## config.mk

```make
export PLATFORM = sky130hd
export DESIGN_NAME = dlx_decode_stage_flat
export DESIGN_NICKNAME = d
export VERILOG_FILES = /design/src/rtl/dlx_pkg.sv /design/src/rtl/dlx_decode_stage_if.sv /design/src/rtl/dlx_instr_decode.sv /design/src/rtl/dlx_decode_stage.sv /design/src/flat_wrapper.sv
export SDC_FILE = /design/constraint.sdc
export NUM_CORES = 1
export LEC_CHECK = 0
export BUFFER_PORTS_ARGS = -buffer_cell sky130_fd_sc_hd__buf_2
export CORE_UTILIZATION = 50
export DETAILED_ROUTE_END_ITERATION = 8
export PLACE_DENSITY = 0.84
export SLEW_MARGIN = 40
export SYNTH_ARGS = -nofsm -noshare
export SYNTH_HDL_FRONTEND = slang
export SYNTH_SLANG_ARGS = --single-unit
export TNS_END_PERCENT = 5
```

## constraint.sdc

```tcl
create_clock -name clk -period 2.7 [get_ports clk]
set_clock_uncertainty 0.15 [all_clocks]
set_input_delay 0.135 -clock clk [delete_from_list [all_inputs] [get_ports clk]]
set_output_delay 0.135 -clock clk [all_outputs]
set_load 0.05 [all_outputs]
```

## src/rtl/dlx_pkg.sv

```systemverilog
// Shared types for the DLX decode stage: ALU op enum, opcode/funct encodings,
// and the decoded instruction bundle.
// Optional build macro: DLX_DECODE_ILLEGAL_TRAP_EN adds an illegal-instruction flag.
package dlx_pkg;

   typedef enum logic [4:0] {
      AluNop  = 5'd0,
      AluAdd  = 5'd1,
      AluSub  = 5'd2,
      AluAnd  = 5'd3,
      AluOr   = 5'd4,
      AluXor  = 5'd5,
      AluSll  = 5'd6,
      AluSrl  = 5'd7,
      AluBeqz = 5'd8,
      AluBnez = 5'd9,
      AluSeq  = 5'd10,
      AluSne  = 5'd11,
      AluSlt  = 5'd12,
      AluSgt  = 5'd13,
      AluSra  = 5'd14,
      AluLink = 5'd15
   } aluop_e;

   // Primary opcodes, instr[31:26]
   localparam logic [5:0] OpRType = 6'h00;
   localparam logic [5:0] OpJ     = 6'h02;
   localparam logic [5:0] OpJal   = 6'h03;
   localparam logic [5:0] OpBeqz  = 6'h04;
   localparam logic [5:0] OpBnez  = 6'h05;
   localparam logic [5:0] OpAddi  = 6'h08;
   localparam logic [5:0] OpSubi  = 6'h0A;
   localparam logic [5:0] OpAndi  = 6'h0C;
   localparam logic [5:0] OpOri   = 6'h0D;
   localparam logic [5:0] OpXori  = 6'h0E;
   localparam logic [5:0] OpLhi   = 6'h0F;
   localparam logic [5:0] OpJr    = 6'h12;
   localparam logic [5:0] OpJalr  = 6'h13;
   localparam logic [5:0] OpSlli  = 6'h14;
   localparam logic [5:0] OpSrli  = 6'h16;
   localparam logic [5:0] OpSrai  = 6'h17;
   localparam logic [5:0] OpSeqi  = 6'h18;
   localparam logic [5:0] OpSgti  = 6'h19;
   localparam logic [5:0] OpSlti  = 6'h1A;
   localparam logic [5:0] OpSnei  = 6'h1C;
   localparam logic [5:0] OpLw    = 6'h23;
   localparam logic [5:0] OpSw    = 6'h2B;

   // R-type function codes, instr[5:0]
   localparam logic [5:0] FnSll = 6'h04;
   localparam logic [5:0] FnSrl = 6'h06;
   localparam logic [5:0] FnSra = 6'h07;
   localparam logic [5:0] FnAdd = 6'h20;
   localparam logic [5:0] FnSub = 6'h22;
   localparam logic [5:0] FnAnd = 6'h24;
   localparam logic [5:0] FnOr  = 6'h25;
   localparam logic [5:0] FnXor = 6'h26;
   localparam logic [5:0] FnSeq = 6'h28;
   localparam logic [5:0] FnSgt = 6'h29;
   localparam logic [5:0] FnSlt = 6'h2A;
   localparam logic [5:0] FnSne = 6'h2C;

   // Width-independent decode result; the stage widens indices and immediate.
   // link=1 means rd is the link register rather than the rd field.
   typedef struct packed {
      aluop_e      aluop;
      logic [4:0]  rs1;
      logic [4:0]  rs2;
      logic [4:0]  rd;
      logic        link;
      logic [31:0] imm;
      logic        imm_sel;
      logic        pc_sel;
      logic        load;
      logic        store;
      logic        branch;
      logic        jump_reg;
      logic        jump_abs;
`ifdef DLX_DECODE_ILLEGAL_TRAP_EN
      logic        illegal;
`endif
   } dec_t;

   function automatic aluop_e funct_to_alu(input logic [5:0] funct);
      case (funct)
         FnAdd:   return AluAdd;
         FnSub:   return AluSub;
         FnAnd:   return AluAnd;
         FnOr:    return AluOr;
         FnXor:   return AluXor;
         FnSll:   return AluSll;
         FnSrl:   return AluSrl;
         FnSra:   return AluSra;
         FnSeq:   return AluSeq;
         FnSne:   return AluSne;
         FnSlt:   return AluSlt;
         FnSgt:   return AluSgt;
         default: return AluNop;
      endcase
   endfunction

   function automatic aluop_e iop_to_alu(input logic [5:0] op);
      case (op)
         OpAddi:  return AluAdd;
         OpSubi:  return AluSub;
         OpAndi:  return AluAnd;
         OpOri:   return AluOr;
         OpXori:  return AluXor;
         OpSlli:  return AluSll;
         OpSrli:  return AluSrl;
         OpSrai:  return AluSra;
         OpSeqi:  return AluSeq;
         OpSnei:  return AluSne;
         OpSlti:  return AluSlt;
         OpSgti:  return AluSgt;
         default: return AluNop;
      endcase
   endfunction

   // Arithmetic/compare immediates are signed; logical and shift ones are not.
   function automatic logic iop_signed(input logic [5:0] op);
      return (op == OpAddi) || (op == OpSubi) || (op == OpSeqi) ||
             (op == OpSnei) || (op == OpSlti) || (op == OpSgti);
   endfunction

endpackage

```

## src/rtl/dlx_decode_stage_if.sv

```systemverilog
// Fetch-side and EX-side handshake bundle of the DLX decode stage.
// slave = the decode stage, master = the fetch/EX environment driving it.
// Optional build macro: DLX_DECODE_ILLEGAL_TRAP_EN adds out_illegal.
interface dlx_decode_stage_if #(
   parameter int unsigned XLEN = 32,
   parameter int unsigned NREG = 32
);
   localparam int unsigned RW = $clog2(NREG);

   logic            in_valid;
   logic            in_ready;
   logic [31:0]     in_instr;
   logic [XLEN-1:0] in_pc;
   logic            flush;
   logic            out_valid;
   logic            out_ready;
   logic [XLEN-1:0] out_pc;
   logic [4:0]      out_aluop;
   logic [RW-1:0]   out_rs1;
   logic [RW-1:0]   out_rs2;
   logic [RW-1:0]   out_rd;
   logic [XLEN-1:0] out_imm;
   logic            out_imm_sel;
   logic            out_pc_sel;
   logic            out_load;
   logic            out_store;
   logic            out_branch;
   logic            out_jump_reg;
   logic            out_jump_abs;
   logic            hazard_stall;
`ifdef DLX_DECODE_ILLEGAL_TRAP_EN
   logic            out_illegal;
`endif

   modport master (
      output in_valid, in_instr, in_pc, flush, out_ready,
      input  in_ready, out_valid, out_pc, out_aluop, out_rs1, out_rs2, out_rd, out_imm,
      input  out_imm_sel, out_pc_sel, out_load, out_store, out_branch, out_jump_reg,
      input  out_jump_abs, hazard_stall
`ifdef DLX_DECODE_ILLEGAL_TRAP_EN
      , input out_illegal
`endif
   );

   modport slave (
      input  in_valid, in_instr, in_pc, flush, out_ready,
      output in_ready, out_valid, out_pc, out_aluop, out_rs1, out_rs2, out_rd, out_imm,
      output out_imm_sel, out_pc_sel, out_load, out_store, out_branch, out_jump_reg,
      output out_jump_abs, hazard_stall
`ifdef DLX_DECODE_ILLEGAL_TRAP_EN
      , output out_illegal
`endif
   );

endinterface

```

## src/rtl/dlx_instr_decode.sv

```systemverilog
// Pure combinational DLX instruction decoder: word -> decoded bundle plus
// source-operand usage flags for hazard detection.
// Optional build macro: DLX_DECODE_ILLEGAL_TRAP_EN flags unknown opcodes/functs.
module dlx_instr_decode
   import dlx_pkg::*;
(
   input  logic [31:0] instr_i,
   output dec_t        dec_o,
   output logic        rs1_used_o,
   output logic        rs2_used_o
);

   logic [5:0]  op;
   logic [31:0] imm_s;
   logic [31:0] imm_z;
   logic [31:0] imm_j;

   assign op    = instr_i[31:26];
   assign imm_s = {{16{instr_i[15]}}, instr_i[15:0]};
   assign imm_z = {16'h0000, instr_i[15:0]};
   assign imm_j = {{6{instr_i[25]}}, instr_i[25:0]};

   // Field extraction and per-opcode control; unknowns fall out as a NOP with rd=0
   always_comb begin
      dec_o      = '0;
      dec_o.rs1  = instr_i[25:21];
      dec_o.rs2  = instr_i[20:16];
      rs1_used_o = 1'b0;
      rs2_used_o = 1'b0;
      case (op)
         OpRType: begin
            dec_o.aluop = funct_to_alu(instr_i[5:0]);
            if (dec_o.aluop != AluNop) begin
               dec_o.rd   = instr_i[15:11];
               rs1_used_o = 1'b1;
               rs2_used_o = 1'b1;
            end else begin
`ifdef DLX_DECODE_ILLEGAL_TRAP_EN
               dec_o.illegal = 1'b1;
`endif
            end
         end
         OpAddi, OpSubi, OpAndi, OpOri, OpXori, OpSlli,
         OpSrli, OpSrai, OpSeqi, OpSnei, OpSlti, OpSgti: begin
            dec_o.aluop   = iop_to_alu(op);
            dec_o.rd      = instr_i[20:16];
            dec_o.imm     = iop_signed(op) ? imm_s : imm_z;
            dec_o.imm_sel = 1'b1;
            rs1_used_o    = 1'b1;
         end
         OpLhi: begin
            dec_o.rd      = instr_i[20:16];
            dec_o.imm     = imm_z;
            dec_o.imm_sel = 1'b1;
         end
         OpLw: begin
            dec_o.aluop   = AluAdd;
            dec_o.rd      = instr_i[20:16];
            dec_o.imm     = imm_s;
            dec_o.imm_sel = 1'b1;
            dec_o.load    = 1'b1;
            rs1_used_o    = 1'b1;
         end
         OpSw: begin
            dec_o.aluop   = AluAdd;
            dec_o.imm     = imm_s;
            dec_o.imm_sel = 1'b1;
            dec_o.store   = 1'b1;
            rs1_used_o    = 1'b1;
            rs2_used_o    = 1'b1;
         end
         OpBeqz, OpBnez: begin
            dec_o.aluop   = (op == OpBeqz) ? AluBeqz : AluBnez;
            dec_o.imm     = imm_s;
            dec_o.imm_sel = 1'b1;
            dec_o.branch  = 1'b1;
            rs1_used_o    = 1'b1;
            rs2_used_o    = 1'b1;
         end
         OpJr, OpJalr: begin
            dec_o.aluop    = (op == OpJalr) ? AluLink : AluNop;
            dec_o.link     = (op == OpJalr);
            dec_o.imm      = imm_z;
            dec_o.imm_sel  = 1'b1;
            dec_o.jump_reg = 1'b1;
            rs1_used_o     = 1'b1;
         end
         OpJ, OpJal: begin
            dec_o.aluop    = (op == OpJal) ? AluLink : AluNop;
            dec_o.link     = (op == OpJal);
            dec_o.imm      = imm_j;
            dec_o.jump_abs = 1'b1;
            dec_o.pc_sel   = 1'b1;
         end
         default: begin
`ifdef DLX_DECODE_ILLEGAL_TRAP_EN
            dec_o.illegal = 1'b1;
`endif
         end
      endcase
   end

endmodule

```

## src/rtl/dlx_decode_stage.sv

```systemverilog
// Registered DLX ID stage: decodes fetched instructions into an ID/EX register
// behind valid/ready handshakes, inserts load-use bubbles and honours EX flushes.
// Optional build macro: DLX_DECODE_ILLEGAL_TRAP_EN exports out_illegal.
module dlx_decode_stage
   import dlx_pkg::*;
#(
   parameter int unsigned XLEN     = 32,
   parameter int unsigned NREG     = 32,
   parameter int unsigned LINK_REG = 31
) (
   input logic               clk,
   input logic               reset,
   dlx_decode_stage_if.slave bus
);

   localparam int unsigned RW = $clog2(NREG);

   typedef struct packed {
      logic [XLEN-1:0] pc;
      aluop_e          aluop;
      logic [RW-1:0]   rs1;
      logic [RW-1:0]   rs2;
      logic [RW-1:0]   rd;
      logic [XLEN-1:0] imm;
      logic            imm_sel;
      logic            pc_sel;
      logic            load;
      logic            store;
      logic            branch;
      logic            jump_reg;
      logic            jump_abs;
`ifdef DLX_DECODE_ILLEGAL_TRAP_EN
      logic            illegal;
`endif
   } out_t;

   dec_t          dec;
   logic          rs1_used;
   logic          rs2_used;
   out_t          in_bundle;
   out_t          out_d, out_q;
   logic          out_valid_d, out_valid_q;
   logic          ld_pending_d, ld_pending_q;
   logic [RW-1:0] ld_rd_d, ld_rd_q;
   logic          hz;
   logic          in_ready;
   logic          accept;
   logic          out_fire;

   dlx_instr_decode u_decode (
      .instr_i    (bus.in_instr),
      .dec_o      (dec),
      .rs1_used_o (rs1_used),
      .rs2_used_o (rs2_used)
   );

   // Widen the decoded fields to the stage's register-index and data widths
   always_comb begin
      in_bundle          = '0;
      in_bundle.pc       = bus.in_pc;
      in_bundle.aluop    = dec.aluop;
      in_bundle.rs1      = RW'(dec.rs1);
      in_bundle.rs2      = RW'(dec.rs2);
      in_bundle.rd       = dec.link ? RW'(LINK_REG) : RW'(dec.rd);
      in_bundle.imm      = XLEN'($signed(dec.imm));
      in_bundle.imm_sel  = dec.imm_sel;
      in_bundle.pc_sel   = dec.pc_sel;
      in_bundle.load     = dec.load;
      in_bundle.store    = dec.store;
      in_bundle.branch   = dec.branch;
      in_bundle.jump_reg = dec.jump_reg;
      in_bundle.jump_abs = dec.jump_abs;
`ifdef DLX_DECODE_ILLEGAL_TRAP_EN
      in_bundle.illegal  = dec.illegal;
`endif
   end

   // ld_rd_q is never zero while ld_pending_q is set, so r0 never stalls
   assign hz = ld_pending_q && bus.in_valid &&
               ((rs1_used && (in_bundle.rs1 == ld_rd_q)) ||
                (rs2_used && (in_bundle.rs2 == ld_rd_q)));

   assign in_ready = !reset && !bus.flush && !hz && (!out_valid_q || bus.out_ready);
   assign accept   = bus.in_valid && in_ready;
   assign out_fire = out_valid_q && bus.out_ready;

   // Next state: flush beats everything, then capture, then drain, else hold
   always_comb begin
      out_d        = out_q;
      out_valid_d  = out_valid_q;
      ld_pending_d = 1'b0;
      ld_rd_d      = ld_rd_q;
      if (bus.flush) begin
         out_valid_d = 1'b0;
      end else begin
         if (out_fire && out_q.load && (out_q.rd != '0)) begin
            ld_pending_d = 1'b1;
            ld_rd_d      = out_q.rd;
         end
         if (accept) begin
            out_d       = in_bundle;
            out_valid_d = 1'b1;
         end else if (out_fire) begin
            out_valid_d = 1'b0;
         end
      end
   end

   // ID/EX pipeline register with synchronous reset
   always_ff @(posedge clk) begin
      if (reset) begin
         out_q        <= '0;
         out_valid_q  <= 1'b0;
         ld_pending_q <= 1'b0;
         ld_rd_q      <= '0;
      end else begin
         out_q        <= out_d;
         out_valid_q  <= out_valid_d;
         ld_pending_q <= ld_pending_d;
         ld_rd_q      <= ld_rd_d;
      end
   end

   assign bus.in_ready     = in_ready;
   assign bus.hazard_stall = hz;
   assign bus.out_valid    = out_valid_q;
   assign bus.out_pc       = out_q.pc;
   assign bus.out_aluop    = out_q.aluop;
   assign bus.out_rs1      = out_q.rs1;
   assign bus.out_rs2      = out_q.rs2;
   assign bus.out_rd       = out_q.rd;
   assign bus.out_imm      = out_q.imm;
   assign bus.out_imm_sel  = out_q.imm_sel;
   assign bus.out_pc_sel   = out_q.pc_sel;
   assign bus.out_load     = out_q.load;
   assign bus.out_store    = out_q.store;
   assign bus.out_branch   = out_q.branch;
   assign bus.out_jump_reg = out_q.jump_reg;
   assign bus.out_jump_abs = out_q.jump_abs;
`ifdef DLX_DECODE_ILLEGAL_TRAP_EN
   assign bus.out_illegal  = out_q.illegal;
`endif

endmodule

```

## src/flat_wrapper.sv

```systemverilog
// flat-port wrapper written by rule: the top's interface ports become plain ports
module dlx_decode_stage_flat import dlx_pkg::*;
#(
   parameter int unsigned XLEN     = 32,
   parameter int unsigned NREG     = 32,
   parameter int unsigned LINK_REG = 31
)
  (clk, reset, bus_in_valid, bus_in_instr, bus_in_pc, bus_flush, bus_out_ready, bus_in_ready, bus_out_valid, bus_out_pc, bus_out_aluop, bus_out_rs1, bus_out_rs2, bus_out_rd, bus_out_imm, bus_out_imm_sel, bus_out_pc_sel, bus_out_load, bus_out_store, bus_out_branch, bus_out_jump_reg, bus_out_jump_abs, bus_hazard_stall);
  dlx_decode_stage_if #(.XLEN(XLEN), .NREG(NREG)) bus_i ();
  input logic clk;
  input logic reset;
  input wire logic [$bits(bus_i.in_valid)-1:0] bus_in_valid;
  input wire logic [$bits(bus_i.in_instr)-1:0] bus_in_instr;
  input wire logic [$bits(bus_i.in_pc)-1:0] bus_in_pc;
  input wire logic [$bits(bus_i.flush)-1:0] bus_flush;
  input wire logic [$bits(bus_i.out_ready)-1:0] bus_out_ready;
  output wire logic [$bits(bus_i.in_ready)-1:0] bus_in_ready;
  output wire logic [$bits(bus_i.out_valid)-1:0] bus_out_valid;
  output wire logic [$bits(bus_i.out_pc)-1:0] bus_out_pc;
  output wire logic [$bits(bus_i.out_aluop)-1:0] bus_out_aluop;
  output wire logic [$bits(bus_i.out_rs1)-1:0] bus_out_rs1;
  output wire logic [$bits(bus_i.out_rs2)-1:0] bus_out_rs2;
  output wire logic [$bits(bus_i.out_rd)-1:0] bus_out_rd;
  output wire logic [$bits(bus_i.out_imm)-1:0] bus_out_imm;
  output wire logic [$bits(bus_i.out_imm_sel)-1:0] bus_out_imm_sel;
  output wire logic [$bits(bus_i.out_pc_sel)-1:0] bus_out_pc_sel;
  output wire logic [$bits(bus_i.out_load)-1:0] bus_out_load;
  output wire logic [$bits(bus_i.out_store)-1:0] bus_out_store;
  output wire logic [$bits(bus_i.out_branch)-1:0] bus_out_branch;
  output wire logic [$bits(bus_i.out_jump_reg)-1:0] bus_out_jump_reg;
  output wire logic [$bits(bus_i.out_jump_abs)-1:0] bus_out_jump_abs;
  output wire logic [$bits(bus_i.hazard_stall)-1:0] bus_hazard_stall;
  assign bus_i.in_valid = bus_in_valid;
  assign bus_i.in_instr = bus_in_instr;
  assign bus_i.in_pc = bus_in_pc;
  assign bus_i.flush = bus_flush;
  assign bus_i.out_ready = bus_out_ready;
  assign bus_in_ready = bus_i.in_ready;
  assign bus_out_valid = bus_i.out_valid;
  assign bus_out_pc = bus_i.out_pc;
  assign bus_out_aluop = bus_i.out_aluop;
  assign bus_out_rs1 = bus_i.out_rs1;
  assign bus_out_rs2 = bus_i.out_rs2;
  assign bus_out_rd = bus_i.out_rd;
  assign bus_out_imm = bus_i.out_imm;
  assign bus_out_imm_sel = bus_i.out_imm_sel;
  assign bus_out_pc_sel = bus_i.out_pc_sel;
  assign bus_out_load = bus_i.out_load;
  assign bus_out_store = bus_i.out_store;
  assign bus_out_branch = bus_i.out_branch;
  assign bus_out_jump_reg = bus_i.out_jump_reg;
  assign bus_out_jump_abs = bus_i.out_jump_abs;
  assign bus_hazard_stall = bus_i.hazard_stall;
  dlx_decode_stage #(.XLEN(XLEN), .NREG(NREG), .LINK_REG(LINK_REG)) u_core (.clk(clk), .reset(reset), .bus(bus_i));
endmodule
```

==> impl_metrics.json, run 1 <==
{
  "status": "complete, no violations",
  "slowest_stage": "or3_4",
  "viasPerCell": 5.65,
  "fmax_mhz": 383,
  "critPathMaxFanout": 7,
  "drc": 0,
  "synth-main-ff-cell": "dfxtp_1",
  "syn_area_um2": 4750,
  "fin_crit_sh": 0.966,
  "finalWeightedCongestion": 0.926,
  "cp-endpoint": "bus_in_ready",
  "cp.required_ns": 2.41,
  "wire_per_inst_um": 17.1,
  "drt-total-wl_mm": 14.1,
  "crit-reg2reg-launch": "u_core.ld_rd_q[0]",
  "cts.sinks": 90,
  "tns_ns": 0,
  "stdcell_count": 822,
  "nFillCells": 695,
  "seqCellArea_um2": 1800,
  "clockRootBuffer": "clkbuf_8",
  "slew_violations": 0,
  "crit_start": "bus_in_instr[26]",
  "initial_utilization": 0.514,
  "synth_warnings": 0,
  "final-setup-viol-count": 0,
  "die-area_um2": 9900,
  "synth-seq-cells": 90,
  "place.port_buffers": 161,
  "fin_ws_ns": 0.0907,
  "track_usage": 0.287,
  "dieHeight_um": 99.5,
  "grt_pass1_wl_mm": 22.4,
  "cp-end-kind": "output port",
  "whs_ns": 0.0217,
  "ir_drop_uv": 477,
  "clk_latency_ns": 0.36,
  "regToRegSetupSlack_ns": 0.24,
  "area_growth_pct": 35.4,
  "antenna_found_initial": 1,
  "diodes": 0,
  "syn_area_per_cell_um2": 9.84,
  "total_leakage_power_nw": 2.95,
  "min_period_ns": 2.61,
  "dp_cells": 750,
  "nets": 763,
  "slowest_delay_ns": 0.42,
  "synthTopCellsByArea": "dfxtp_1 (38%), mux2_2 (11%), nor2b_1 (6.1%)",
  "postCtsSetupBuffers": 0,
  "ios": 163,
  "cts_tree": "yes",
  "cts_buffer_depth": 2,
  "path_cells": "buf_2, inv_1, ha_1, nor3_1, o32a_2, nand2_4, o311a_4, or3_4, nor2_4, buf_4",
  "start_kind": "primary input",
  "numCtsBuffers": 9,
  "drv_cap": 0,
  "synth_top_cell_area_share": 0.379,
  "core_region_area_um2": 9240,
  "arrival_ns": 2.32,
  "grt_start_max_net_pins": 60,
  "clk_pin_slew_ns": 0.09,
  "multi_input_area_um2": 2640,
  "cts.htree.levels": 3,
  "reg2regPathDepth": 7,
  "drive_above_1_share": 0.426,
  "grt_pass1_vias": 4571,
  "core.rowCount": 35,
  "fp.dieW_um": 99.5,
  "yosys.area.top_type": "dfxtp_1",
  "synth.distinct_cells": 68,
  "rsz0062_at_grt": "false",
  "synthesis.nets": 558,
  "r2r_end": "u_core.bus.out_valid",
  "final_antenna_net_count": 0,
  "hold_violations": 0,
  "hold_path_class": "primary input to flop",
  "synthCells": 483,
  "grt_remaining_overflow": 0,
  "seq_area_frac_synth": 0.379,
  "synth-async-reset-ratio": 0,
  "crit_type": "primary input to output port",
  "largest_reg_flops": 32,
  "drtIter0Drc": 161,
  "drt_first_pass_iters": 5,
  "max-slew-margin-rel": 0.575,
  "powerDensity_nw_per_um2": 454,
  "dp_hpwl_mm": 9.71,
  "synth_edf_count": 0,
  "pre_cts_slack_ns": 0.0600,
  "tightestPinTransition_ns": 0.631,
  "via_count": 4645
}
how the worst min path moves through the flow:
stage	from	to	slack (ns)	cells after the start
after floorplan	bus_flush	u_core.bus.out_valid	0.10	1
after global placement	bus_in_pc[26]	u_core.bus.out_pc[26]	0.21	2
after detailed placement	bus_in_pc[27]	u_core.bus.out_pc[27]	0.21	2
after CTS	bus_in_instr[1]	u_core.bus.out_imm[1]	0.006	2
after global routing	bus_in_instr[3]	u_core.bus.out_imm[3]	0.009	2
final	bus_in_instr[1]	u_core.bus.out_imm[1]	0.02	2
synthesized netlist by cell type (9+ instances only):
cell type	count
buf_4	16
nor2b_1	46
nor2_1	21
dfxtp_1	90
xnor2_1	9
a31o_2	23
nor4_1	13
o311a_1	18
a21oi_1	21
mux2_2	45
clkbuf_1	14
nand2_1	18
buf_2	13
where the power goes:
group	switching [mW]	internal [mW]	total, mW	leakage, nW
registers	0.0256	1.37	1.40	0.732
logic	0.408	0.252	0.661	2.13
clock network	0.513	0.348	0.861	0.0892
total	0.947	1.98	2.92	2.95
final cells by class:
| type | count | area share |
|---|---|---|
| clock buffers | 10 | 0.0198 |
| flip-flops and latches | 90 | 0.280 |
| multi-input cells | 335 | 0.411 |
| clock inverters | 6 | 0.00778 |
| inverters | 8 | 0.00467 |
| repair buffers | 244 | 0.252 |
| well taps | 129 | 0.0251 |
cell families after synthesis:
logic type	Yosys count	synth area share
simple gates	145	0.182
compound gates	118	0.210
flops	90	0.379
buf+inv	58	0.0666
mux	52	0.121
xor+xnor	13	0.0240
fa+ha+maj	6	0.0158
other cells	1	0.000789
stage by stage:
step,power [mW],cell area [um^2],util
finish,2.92,6430,0.696
global route,3.05,6430,0.696
CTS,2.93,6430,0.696
detailed placement,2.02,5690,0.616
global placement,2.00,5690,0.616
floorplan,1.84,4760,-
layout by cell type, fill, tap and decap left out, types with 5 or more instances in the layout:
master and count:
a211oi_2 5, nor2b_1 46, clkbuf_8 9, mux2_2 45, nand2_1 18, xnor2_1 9
dlygate4sd3_1 56, a221oi_1 6, nand2b_1 6, mux2i_1 7, a21oi_1 21, a31o_2 23
nor4_1 13, inv_1 7, o21ai_0 7, buf_2 160, dfxtp_1 90, o311a_1 18
buf_4 24, a31oi_1 7, ha_1 6, nor2_1 20, a31o_1 7, nor3_1 5
per-layer routing:
metal  vias up  global-route usage  routed length, um
li1       2180                   -                  -
met1      2206               0.341               5730
met2       221               0.503               7030
met3        36              0.0703                983
met4         2               0.103                325
met5         -                   0                 10
critical path: cells and delay by family:
| kind | cells | cell delay (ns) |
|---|---|---|
| AOI/OAI and AO/OA | 2 | 0.62 |
| buffers and inverters | 3 | 0.42 |
| and+or+nand+nor | 4 | 0.86 |
| adders and majority gates | 1 | 0.29 |
timing repair:
action / 4_1_cts / 5_1_grt
hold buffers: 56 / 0
gates resized for setup: 0 / 2
hold endpoints to repair: 59 / 0
endpoints found under the setup margin: 0 / 1
(Power assumes the default switching activity.)
==> run 2, diff against run 1 <==
Settings changed: BUFFER_PORTS_ARGS -buffer_cell sky130_fd_sc_hd__buf_2 to default, DONT_BUFFER_PORTS from default to 1, PLACE_DENSITY 0.84 to 0.69.
Clock period 2.7 ns to 3.25 ns, I/O delays scaled along.
==> impl_metrics.json, run 2 (synthesized netlist as in run 1, its figures left out) <==
{
  "fp.dieW_um": 99.5,
  "dieHeight_um": 99.5,
  "met2_usage": 0.448,
  "whs_ns": 0.0143,
  "fin_crit_sh": 0.910,
  "drtIter0Drc": 130,
  "grt_util_met1": 0.306,
  "cts.sinks": 90,
  "clk_latency_ns": 0.36,
  "initial_utilization": 0.514,
  "ir_drop_uv": 327,
  "clockRootBuffer": "clkbuf_8",
  "slew_violations": 0,
  "die-area_um2": 9900,
  "layout_common_cells": "dfxtp_1 (88), dlygate4sd3_1 (65), nor2b_1 (46), mux2_2 (45), a31o_2 (23)",
  "cp.required_ns": 3.41,
  "grt-busiest-layer": "met2",
  "core.rowCount": 35,
  "finalWeightedCongestion": 0.925,
  "track_usage": 0.264,
  "status": "complete, no violations",
  "drive_above_1_share": 0.233,
  "min_period_ns": 2.96,
  "drc": 0,
  "cts_tree": "yes",
  "total_leakage_power_nw": 2.17,
  "cts.htree.levels": 3,
  "powerDensity_nw_per_um2": 431,
  "tns_ns": 0,
  "arrival_ns": 3.12,
  "wire_per_inst_um": 19.8,
  "fin_ws_ns": 0.293,
  "dp_hpwl_mm": 8.51,
  "slowest_stage": "dlygate4sd3_1",
  "postCtsSetupBuffers": 0,
  "viasPerCell": 6.00,
  "place.port_buffers": 0,
  "hold_path_class": "primary input to flop",
  "drv_cap": 0,
  "ios": 163,
  "diodes": 0,
  "antenna_found_initial": 0,
  "cpMostUsedCell": "nor3_2",
  "clk_pin_slew_ns": 0.10,
  "post_cts_resized": 0,
  "start_kind": "flop",
  "core_region_area_um2": 9240,
  "fmax_mhz": 338,
  "slowest_delay_ns": 0.57,
  "critPathMaxFanout": 32,
  "rsz0062_at_grt": "false",
  "grt_pass1_vias": 3961,
  "cts_buffer_depth": 2,
  "grt_use_met3": 0.105,
  "path_cells": "xnor2_1, nand3_1, nor3_2, o311a_4, nor3_2, buf_4, a211oi_2, dlygate4sd3_1",
  "crit_family": "buffers and inverters",
  "largest_reg_flops": 32,
  "pre_cts_slack_ns": 0.464,
  "crit_buf_inv": 2,
  "grt_pass1_wl_mm": 20.4,
  "drt-total-wl_mm": 13.0,
  "cp-end-kind": "flop",
  "max-slew-margin-rel": 0.463,
  "final-setup-viol-count": 0,
  "numCtsBuffers": 9,
  "crit_type": "flop to flop",
  "area_growth_pct": 18.8,
  "hold_violations": 0,
  "nets": 597,
  "final_antenna_net_count": 0,
  "grt_start_max_net_pins": 59,
  "via_count": 3937,
  "drt_first_pass_iters": 4,
  "layout_commonest_cell": "dfxtp_1",
  "grt_remaining_overflow": 0,
  "tightestPinTransition_ns": 0.805
}
run 2: cell count changes in the layout (fill, tap and decap cells not counted), sizes merged:
| cell | change |
|---|---|
| clkbuf | -1 |
| dlygate4sd3 | +9 |
| bufinv | +1 |
| clkinv | +1 |
| buf | -175 |
| clkinvlp | -1 |
run 2: repair_timing:
action | in CTS | in global routing
hold buffers | 66 | 0
endpoints found under the setup margin | 0 | 0
endpoints found under the hold margin | 79 | 0
run 2: path summary, 6_finish.rpt:
check | startpoint | to | slack [ns] | depth (start not counted)
max | u_core.ld_rd_q[1] | u_core.bus.out_aluop[3] | 0.29 | 8
min | bus_in_instr[20] | u_core.bus.out_imm[20] | 0.01 | 3
max reg2reg | u_core.ld_rd_q[1] | u_core.bus.out_aluop[3] | 0.29 | 8
min reg2reg | u_core.ld_rd_q[2] | u_core.ld_rd_q[2] | 0.37 | 2
run 2: layer usage:
layer | wire (um) | share of wire | vias to the layer above
met5 | 0 | 0 | -
met4 | 265 | 0.020 | 0
met3 | 1280 | 0.099 | 26
met2 | 6350 | 0.49 | 178
met1 | 5120 | 0.39 | 1879
li1 | - | - | 1854
run 2: layout make-up:
class	count	area (um^2)
Inverter	8	31.3
Clock buffer	9	124
Sequential cell	90	1810
Timing Repair Buffer	78	793
Tap cell	129	161
Multi-Input combinational cell	335	2640
Fill cell	781	3590
Clock inverter	7	95.1
run 2: report_power, final:
part / leakage, nW / switching (mW) / internal (mW) / total, mW
logic: 1.33 / 0.139 / 0.156 / 0.295
registers: 0.733 / 0.168 / 1.14 / 1.31
clock network: 0.111 / 0.453 / 0.378 / 0.831
run 2: worst reg2reg max path, cell delays in order (launching register included):
cell	delay, ns
dfxtp_1	0.41
xnor2_1	0.14
nand3_1	0.11
nor3_2	0.46
o311a_4	0.53
nor3_2	0.12
buf_4	0.23
a211oi_2	0.19
dlygate4sd3_1	0.57
run 2: stage by stage:
step            util  cell area, um^2  power [mW]  cells
3_3_place_gp   0.512             4730        1.53    573
6_report       0.611             5650        2.44    656
4_1_cts        0.611             5650        2.44    656
2_1_floorplan      -             4750        1.53    483
3_5_place_dp   0.514             4750        1.54    574
5_1_grt        0.611             5650        2.53    656
==> run 3, diff against run 2 <==
Settings changed: SETUP_SLACK_MARGIN from default to 0.5, SKIP_CTS_REPAIR_TIMING from default to 1.
Clock period 3.25 ns to 2.8 ns, I/O delays scaled along.
==> impl_metrics.json, run 3 (synthesized netlist as in run 1, its figures left out) <==
{
  "core.rowCount": 35,
  "slew_violations": 0,
  "hold_violations": 5,
  "critPathMaxFanout": 5,
  "dieHeight_um": 99.5,
  "drt_first_pass_iters": 4,
  "fin_util": 0.643,
  "clk_latency_ns": 0.37,
  "dp_hpwl_mm": 8.64,
  "grt_remaining_overflow": 0,
  "path_cells": "xnor2_2, nand3_2, nor2_4, o221a_4, or3_4, nor2_4",
  "holdCritStartpoint": "bus_in_instr[22]",
  "largest_reg_flops": 32,
  "drive_above_1_share": 0.286,
  "cp-end-kind": "output port",
  "cpMostUsedCell": "nor2_4",
  "via_count": 4112,
  "drt-total-wl_mm": 13.9,
  "track_usage": 0.239,
  "nFillCells": 735,
  "cp.required_ns": 2.51,
  "clk_pin_slew_ns": 0.10,
  "rsz0062_at_grt": "true",
  "drv_cap": 0,
  "whs_ns": -0.0212,
  "clockRootBuffer": "clkbuf_8",
  "viasPerCell": 6.09,
  "diodes": 0,
  "arrival_ns": 2.18,
  "fin_crit_sh": 0.881,
  "powerDensity_nw_per_um2": 475,
  "nets": 616,
  "cts_tree": "yes",
  "regToRegSetupSlack_ns": 0.43,
  "violations": "hold timing",
  "crit_buf_inv": 0,
  "total_leakage_power_nw": 2.31,
  "tightestPinTransition_ns": 0.857,
  "crit_start": "u_core.ld_rd_q[0]",
  "core_region_area_um2": 9240,
  "initial_utilization": 0.514,
  "final-setup-viol-count": 0,
  "cts_buffer_depth": 2,
  "power.share.switching": 0.318,
  "place.port_buffers": 0,
  "ios": 163,
  "ir_drop_uv": 507,
  "area_growth_pct": 25.1,
  "crit_type": "flop to output port",
  "wire_per_inst_um": 20.5,
  "crit_family": "simple AND/OR/NAND/NOR gates",
  "slowest_stage": "or3_4",
  "combPwrFrac": 0.134,
  "fmax_mhz": 405,
  "slowest_delay_ns": 0.45,
  "antenna_found_initial": 0,
  "cts.htree.levels": 3,
  "dp_cells": 583,
  "cts.sinks": 90,
  "die-area_um2": 9900,
  "grt_start_max_net_pins": 61,
  "finalWeightedCongestion": 0.869,
  "layout_commonest_cell": "dfxtp_1",
  "grt_pass1_vias": 3572,
  "layout_common_cells": "dfxtp_1 (84), dlygate4sd3_1 (66), nor2b_1 (46), mux2_2 (45), buf_4 (26)",
  "p_sw_mw": 0.898,
  "drtIter0Drc": 244,
  "drc": 0,
  "status": "finished with violations",
  "hold_path_class": "primary input to flop",
  "tns_ns": 0,
  "final_antenna_net_count": 0,
  "max-slew-margin-rel": 0.429,
  "grt_pass1_wl_mm": 18.6,
  "stdcell_count": 675,
  "seqPwrFrac": 0.537,
  "fp.dieW_um": 99.5,
  "start_kind": "flop",
  "numCtsBuffers": 9,
  "power.share.clock": 0.329,
  "internal_power_mw": 1.93,
  "crit-reg2reg-launch": "u_core.ld_rd_q[3]",
  "min_period_ns": 2.47
}
-- run 3: changes by cell type in the layout (fill, tap and decap cells not counted), moves of 2 or more --
cell | before | now
nor2_4 | 0 | 3
xor2_1 | 4 | 2
inv_1 | 7 | 5
clkbuf_16 | 0 | 4
buf_4 | 10 | 26
dfxtp_1 | 88 | 84
nor3_1 | 5 | 3
nor2_1 | 21 | 19
xor2_2 | 0 | 2
dfxtp_2 | 1 | 4
-- run 3: metal layers --
metal  GRT usage  wire [um]  part of all wire  up-vias
met3      0.0921       1170             0.085       21
met4      0.0701        248             0.018        0
li1            -          -                 -     1900
met5           0          0                 0        -
met2       0.399       7020              0.51      176
met1       0.285       5420              0.39     2015
-- run 3: area by class of cell --
type,instances,area [um^2],area share
Timing Repair Buffer,97,978,0.165
Inverter,8,47.5,0.00800
Multi-Input combinational cell,335,2730,0.459
Clock buffer,10,149,0.0250
Clock inverter,6,65.1,0.0109
Tap cell,129,161,0.0271
Sequential cell,90,1810,0.305
-- run 3: power by group through the flow --
stage          clock, mW  combinational, mW  sequential [mW]
2_1_floorplan          0              0.246             1.54
3_3_place_gp           0              0.245             1.55
3_5_place_dp           0              0.253             1.55
4_1_cts            0.940              0.254             1.52
5_1_grt            0.996              0.403             1.52
6_report           0.929              0.379             1.52
-- run 3: path summary, 6_finish.rpt --
| path | endpoint | cells after the start |
|---|---|---|
| min reg2reg | u_core.bus.out_pc_sel | 2 |
| max reg2reg | u_core.bus.out_pc[0] | 7 |
| min | u_core.bus.out_imm[22] | 3 |
| max | bus_in_ready | 6 |
-- run 3: per-stage QoR --
step           total power, mW  cell area, um^2  worst slack, ns
2_1_floorplan             1.78             4820            0.469
3_3_place_gp              1.79             4850            0.314
3_5_place_dp              1.80             4850            0.229
4_1_cts                   2.71             5070            0.139
5_1_grt                   2.92             5950            0.281
6_report                  2.82             5950            0.333
-- run 3: worst register-to-register path: stages, from the launching register on --
cell and delay [ns]:
dfxtp_2 0.35, xnor2_1 0.20, nand3_2 0.17, a2111oi_4 0.46
nor2_4 0.12, nand3_4 0.19, clkbuf_16 0.25, mux2_2 0.37
